==> src/rtl/oram_backend_stub.sv <==
// Path ORAM backend stand-in: answers reads with an address-derived
// pattern after a fixed latency and folds write beats into a checksum.
module oram_backend_stub #(
  parameter int ORAMU = 32,
  parameter int ORAMB = 512,
  parameter int FEDWidth = 512,
  parameter int Latency = 6,
  parameter int BECMDWidth = 2,
  parameter logic [BECMDWidth-1:0] BECMD_Read = BECMDWidth'(2)
) (
  input  logic                  Clock,
  input  logic                  Reset,
  input  logic [BECMDWidth-1:0] Command,
  input  logic [ORAMU-1:0]      PAddr,
  input  logic                  CommandValid,
  output logic                  CommandReady,
  input  logic [FEDWidth-1:0]   DataIn,
  input  logic                  DataInValid,
  output logic                  DataInReady,
  output logic [FEDWidth-1:0]   ReturnData,
  output logic                  ReturnDataValid,
  input  logic                  ReturnDataReady,
  output logic [31:0]           ReadCount,
  output logic [31:0]           WriteCount,
  output logic [FEDWidth-1:0]   WriteChecksum
);

  localparam int Beats = ORAMB / FEDWidth;
  localparam int Chunks = FEDWidth / ORAMU;
  localparam int BW = (Beats > 1) ? $clog2(Beats) : 1;
  localparam logic [BW-1:0] LastBeat = BW'(Beats - 1);
  localparam logic [7:0] LatInit = 8'(Latency);

  typedef enum logic [1:0] {
    IDLE,
    WAIT,
    SEND,
    RECV
  } state_t;

  state_t state, state_nxt;

  logic [7:0]          lat_cnt;
  logic [BW-1:0]       beat;
  logic [ORAMU-1:0]    addr_reg;
  logic [FEDWidth-1:0] rdata;
  logic [FEDWidth-1:0] csum;
  logic [31:0]         rd_cnt;
  logic [31:0]         wr_cnt;
  logic                cmd_fire;
  logic                ret_fire;
  logic                din_fire;
  logic                last;
  logic                lat_done;

  // Beat b carries consecutive words starting at base + b*Chunks.
  function automatic logic [FEDWidth-1:0] pattern(
    input logic [ORAMU-1:0] base,
    input logic [BW-1:0]    b
  );
    logic [FEDWidth-1:0] p;
    logic [ORAMU-1:0]    first;
    p = '0;
    first = base + ORAMU'(b) * ORAMU'(Chunks);
    for (int k = 0; k < Chunks; k++) begin
      p[k*ORAMU +: ORAMU] = first + ORAMU'(k);
    end
    return p;
  endfunction

  assign CommandReady    = (state == IDLE) & ~Reset;
  assign DataInReady     = (state == RECV);
  assign ReturnDataValid = (state == SEND);
  assign ReturnData      = rdata;
  assign ReadCount       = rd_cnt;
  assign WriteCount      = wr_cnt;
  assign WriteChecksum   = csum;

  assign cmd_fire = CommandValid & CommandReady;
  assign ret_fire = ReturnDataValid & ReturnDataReady;
  assign din_fire = DataInValid & DataInReady;
  assign last     = (beat == LastBeat);
  assign lat_done = (lat_cnt == 8'd0);

  always_comb begin
    state_nxt = state;
    unique case (state)
      IDLE: begin
        if (cmd_fire) begin
          state_nxt = (Command == BECMD_Read) ? WAIT : RECV;
        end
      end
      WAIT: if (lat_done) state_nxt = SEND;
      SEND: if (ret_fire && last) state_nxt = IDLE;
      RECV: if (din_fire && last) state_nxt = IDLE;
      default: state_nxt = IDLE;
    endcase
  end

  always_ff @(posedge Clock or posedge Reset) begin
    if (Reset) state <= IDLE;
    else       state <= state_nxt;
  end

  always_ff @(posedge Clock or posedge Reset) begin
    if (Reset) begin
      lat_cnt  <= '0;
      beat     <= '0;
      addr_reg <= '0;
      rdata    <= '0;
      csum     <= '0;
      rd_cnt   <= '0;
      wr_cnt   <= '0;
    end else begin
      if (cmd_fire) begin
        addr_reg <= PAddr;
        lat_cnt  <= LatInit;
      end
      if (state == WAIT) begin
        if (lat_done) rdata <= pattern(addr_reg, '0);
        else          lat_cnt <= lat_cnt - 8'd1;
      end
      if (ret_fire) begin
        if (last) begin
          rdata  <= '0;
          beat   <= '0;
          rd_cnt <= rd_cnt + 32'd1;
        end else begin
          rdata <= pattern(addr_reg, beat + BW'(1));
          beat  <= beat + BW'(1);
        end
      end
      if (din_fire) begin
        csum <= csum ^ DataIn;
        if (last) begin
          beat   <= '0;
          wr_cnt <= wr_cnt + 32'd1;
        end else begin
          beat <= beat + BW'(1);
        end
      end
    end
  end

endmodule

==> config.mk <==
export PLATFORM = sky130hd
export DESIGN_NAME = oram_backend_stub
export DESIGN_NICKNAME = d
export VERILOG_FILES = /design/src/rtl/oram_backend_stub.sv
export SDC_FILE = /design/constraint.sdc
export NUM_CORES = 2
export LEC_CHECK = 0
export CORE_AREA = 4 4 646 648
export DETAILED_ROUTE_END_ITERATION = 16
export DIE_AREA = 0 0 650 652
export SKIP_LAST_GASP = 1
export SLEW_MARGIN = 20
export SYNTH_ARGS = -nofsm -noshare
export SYNTH_HDL_FRONTEND = slang
export SYNTH_SLANG_ARGS = --single-unit
==> constraint.sdc <==
create_clock -name Clock -period 53.5 [get_ports Clock]
set_input_delay 10.7 -clock Clock [delete_from_list [all_inputs] [get_ports Clock]]
set_output_delay 10.7 -clock Clock [all_outputs]
set_load 0.02 [all_outputs]
Yosys cells after proc, flatten, opt, wreduce, memory -nomap -nowiden:

Cells that the tools add are included.

* register bits after elaboration: 1131
* input bits: 551
* output and inout port bits: 1091

* add/subtract/negate cells: 35
* equality and inequality tests: 8
* mux-type cells: 16
* bitwise logic cells: 7
* reductions and logical operators: 11

Operators by type and width (number)
* $mux 512: 4
* $add 32x4->32 const B: 16
* $xor 512x512->512: 1
* $add 32x3->32 const B: 8
* $add 32x1->32 const B: 4
* $add 32x2->32 const B: 4
* $add 32x5->32: 1
* $mux 8: 3
* $mux 2: 5
* $logic_not 8->1: 1
* $pmux 2 s4: 1
* $sub 8x1->8 const B: 1
* $eq 2x2->1 const B: 3
* $reduce_and 2->1: 3
* $reduce_bool 2->1: 3
* $and 1x1->1: 4
* $ne 2x1->1 const B: 2
* $ne 2x2->1 const B: 2
* $reduce_and 4->1: 1
* $mux 1: 3
* $eq 2x1->1 const B: 1
* $logic_and 1x1->1: 2
* $logic_not 2->1: 1
* $not 1->1: 2
* $add 1x1->1 const B: 1

Logic depth before layout (Yosys ltp):

* depth after elaboration: 6
* mapped depth: 10
* gate-level depth less buffers: 6

Worst setup path before layout:

No wires, ideal clock.

* path kind: input-to-output
* start point: input port Reset
* end point: output port CommandReady
* arrival time: 11203 ps
* data required time: 42800 ps
* setup slack: 31597 ps
* stages: 1
* cell sequence: nor3_1

* word-level cells in the longest chain between the ends: 2

RTL lines
* from (decl): line 12 `input logic Reset,`
* $not 1->1: line 71 `assign CommandReady = (state == IDLE) & ~Reset;`
* $and 1x1->1: line 71
* to (decl): line 16 `output logic CommandReady,`

Every way passes these cells.

Worst setup path after layout:

Ends and elaborated chain as after synthesis.

==> flow_metrics.py <==
metrics = {
    "power": {
        "pwr-share-comb": 0.446,
        "power.total_mw": 4.27,
        "power.switching_mw": 1.90,
        "sw_frac_of_total": 0.445,
        "p_leak_nw": 28.8,
        "worst_ir_drop_vdd_v": 0.0000403,
        "internal_power_mw": 2.37,
        "seqPwrFrac": 0.299,
        "power_density_nw_per_um2": 55.1,
        "pwr-share-clk": 0.255,
    },
    "sta": {
        "hold_viol": 0,
        "finalSetupViolations": 0,
        "fin_skew_ns": 0.0669,
        "max_freq_mhz": 43.5,
        "rsz0062_at_grt": "no",
        "slew_violations": 0,
        "fin_ws_ns": 30.50,
        "maxSlewHeadroom": 0.166,
        "fin_tns_setup_ns": 0,
        "min_period_ns": 23.00,
        "tightest_slew_ns": 1.24,
        "finalCritPeriodShare": 0.430,
    },
    "final_layout": {
        "largest_register_ffs": 512,
        "nets": 6884,
        "fillers": 45400,
        "syn_to_final_growth_pct": 56.9,
        "layout-drive-gt1-share": 0.0722,
    },
    "global_routing": {
        "grt_pass1_vias": 44900,
        "antenna_found_initial": 123,
        "grt_pass1_wl_um": 507000,
        "grt_usage": 0.182,
        "grt_overflow": 0,
        "grt_max_degree": 204,
    },
    "cts": {
        "cts_tree": "yes",
        "path_clk_slew_ns": 0.05,
        "clk_path_buf_depth": 4,
        "post_cts_buffers": 0,
        "clock-root-buffer": "clkbuf_16",
        "postCtsHoldBufs": 0,
        "cts.sinks": 1096,
        "numCtsBuffers": 151,
        "ctsResizeCount": 0,
        "h-tree-depth": 4,
        "insertion_delay_ns": 0.87,
    },
    "critical_path": {
        "r2r_setup_slack_ns": 49.08,
        "cp.arrival_ns": 12.30,
        "path_cells": "clkdlybuf4s50_1, nor3_1, clkdlybuf4s50_1",
        "criticalPathCategory": "in2out",
        "critPathSlowestCell": "clkdlybuf4s50_1",
        "crit_path_start_kind": "input port",
        "crit_top_cell": "clkdlybuf4s50_1",
        "worstPathMaxFanout": 3,
        "cp-end-kind": "output pin",
        "crit_required_ns": 42.80,
        "slowest_delay_ns": 0.68,
    },
    "routing": {
        "first_pass_iters": 6,
        "vias": 45700,
        "drt-total-wl_um": 402000,
        "drt_iter0_markers": 4670,
        "vias_per_cell": 3.83,
        "drtAntennaViolNets": 0,
        "routedWlPerCell_um": 33.7,
        "drc": 0,
    },
    "synth": {
        "netlist_area_um2": 49400,
        "yosys_most_used_dff": "dfrtp_1",
        "ys_seq_area_frac": 0.555,
        "syn_inst": 4794,
        "yosys.area.top_type": "dfrtp_1",
        "syn_nets": 5363,
        "yosysWarnings": 0,
        "ys_top_cells_by_area": "dfrtp_1, xnor2_1, nand3_1",
        "async_reset_ff_frac": 1.00,
        "synth-seq-cells": 1096,
        "synth_edf_count": 0,
        "synth_top_area_share": 0.555,
        "yosysUniqueCellTypes": 61,
        "avgSynthCellArea_um2": 10.3,
    },
    "floorplan": {
        "core_area_um2": 412000,
        "die-width_um": 650,
        "rows": 236,
        "initial_core_util": 0.120,
        "pin_count": 1642,
        "dieHeight_um": 652,
        "fp.dieArea_um2": 424000,
    },
    "placed_design": {
        "dp_slack_ns": 30.51,
        "dp_hpwl_um": 332000,
        "place_congestion": 1.05,
        "numPortBuffers": 1641,
    },
    "job": {
        "maxCapViolCount": 0,
    },
    "min_path": {
        "worst_hold_path_type": "reg2reg",
    },
    "run_status": {
        "status": "finished, final reports clean",
    },
}
[cells in the final DEF, fill, tap and decap left out, types with 16 or more instances in the layout]
master / Yosys / layout
clkinv_2: 0 / 21
inv_1: 23 / 22
clkbuf_8: 0 / 25
o211ai_1: 65 / 65
xnor2_1: 694 / 694
a21oi_1: 81 / 78
nand3_1: 535 / 534
o31ai_1: 41 / 41
o311ai_0: 90 / 90
nor2_1: 91 / 90
ha_1: 18 / 17
a311o_1: 30 / 30
a211oi_1: 26 / 26
nor3_1: 81 / 74
clkbuf_16: 0 / 155
nor4_2: 15 / 22
diode_2: 0 / 42
bufinv_16: 0 / 16
buf_4: 38 / 135
nand2b_1: 17 / 16
dfrtp_1: 1096 / 1090
and3_1: 49 / 48
nor4_1: 48 / 36
a31o_2: 16 / 16
nand2_1: 712 / 711
or4_1: 23 / 22
nand4_1: 111 / 111
o21ai_0: 289 / 289
and4_1: 27 / 27
clkdlybuf4s50_1: 0 / 1641
xor2_1: 73 / 73
clkbuf_1: 262 / 24
[routing by layer]
layer	wire length, um	vias to the layer above	part of all wire	global-route usage
met4	31500	80	0.078	0.114
met1	126000	22700	0.31	0.171
met3	46800	704	0.12	0.0880
met5	553	-	0.0014	0
met2	197000	2528	0.49	0.318
li1	-	19700	-	-
[path summary, 6_finish.rpt]
kind,from,cells past startpoint,to
max reg2reg,lat_cnt[0],10,ReturnData[259]
min in group asynchronous,Reset,2,WriteChecksum[9]
max,Reset,3,CommandReady
min reg2reg,WriteChecksum[286],1,WriteChecksum[286]
max in group asynchronous,Reset,6,ReturnData[451]
min,WriteChecksum[286],1,WriteChecksum[286]
[power groups by stage]
| stage | Clock [mW] | Sequential (mW) | Combinational (mW) |
|---|---|---|---|
| after detailed placement | 0 | 1.29 | 1.93 |
| after floorplan | 0 | 1.51 | 0.490 |
| after global placement | 0 | 1.29 | 1.93 |
| after global routing | 1.15 | 1.31 | 1.97 |
| final | 1.09 | 1.28 | 1.90 |
| after CTS | 1.12 | 1.28 | 1.94 |
[area by class of cell]
class,count,area (um^2),area share
diodes,42,105,0.00136
clock buffers,204,4310,0.0556
clock inverters,59,821,0.0106
inverters,25,101,0.00131
multi-input cells,3258,20400,0.263
flip-flops and latches,1096,27400,0.354
well taps,5474,6850,0.0883
repair buffers,1783,17600,0.226
[cells in the mapped netlist, drive strengths merged, types with 4 or more instances]
master,number
and3,49
nand4b,8
ha,18
or3,13
nand4,112
nor2,91
mux2i,12
nor2b,9
a31o,16
o211ai,65
or4,23
o21ai,293
a21o,6
a21oi,81
o2111ai,6
o41ai,5
a21boi,10
and2,8
nor3,82
nand3,535
o21bai,5
xnor2,694
a311o,30
a31oi,6
nand2b,17
o31ai,41
nand2,712
buf,153
a211oi,26
xor2,73
nor4,66
and4,27
clkbuf,262
or2,4
inv,23
o311ai,91
dfrtp,1096
[through the flow]
| stage | area [um^2] | instances | hold WS (ns) | utilization |
|---|---|---|---|---|
| final | 77500 | 11900 | 0.467 | 0.188 |
| after global routing | 77500 | 11900 | 0.480 | 0.188 |
| after CTS | 77400 | 11900 | 0.471 | 0.188 |
| after detailed placement | 72300 | 11600 | 0.461 | 0.175 |
| after global placement | 72200 | 11600 | 0.460 | 0.175 |
| after floorplan | 49400 | 4794 | 0.463 | - |
[worst max-delay path, delay by kind of cell]
| kind | cells | cell delay (ns) |
|---|---|---|
| AND/OR/NAND/NOR | 1 | 0.35 |
| buffers and inverters | 2 | 1.25 |
[logic make-up (layout without fill, tap and decap cells)]
logic type / Yosys count / in the layout / share of synthesized area
mux: 14 / 14 / 0.00289
buf+inv: 440 / 2071 / 0.0375
other cells: 0 / 42 / 0
flops: 1096 / 1096 / 0.555
xor+xnor: 767 / 767 / 0.136
fa+ha+maj: 18 / 18 / 0.00456
compound gates: 694 / 694 / 0.0912
simple gates: 1765 / 1765 / 0.173
Note: power is estimated with default switching activity, not from simulation.
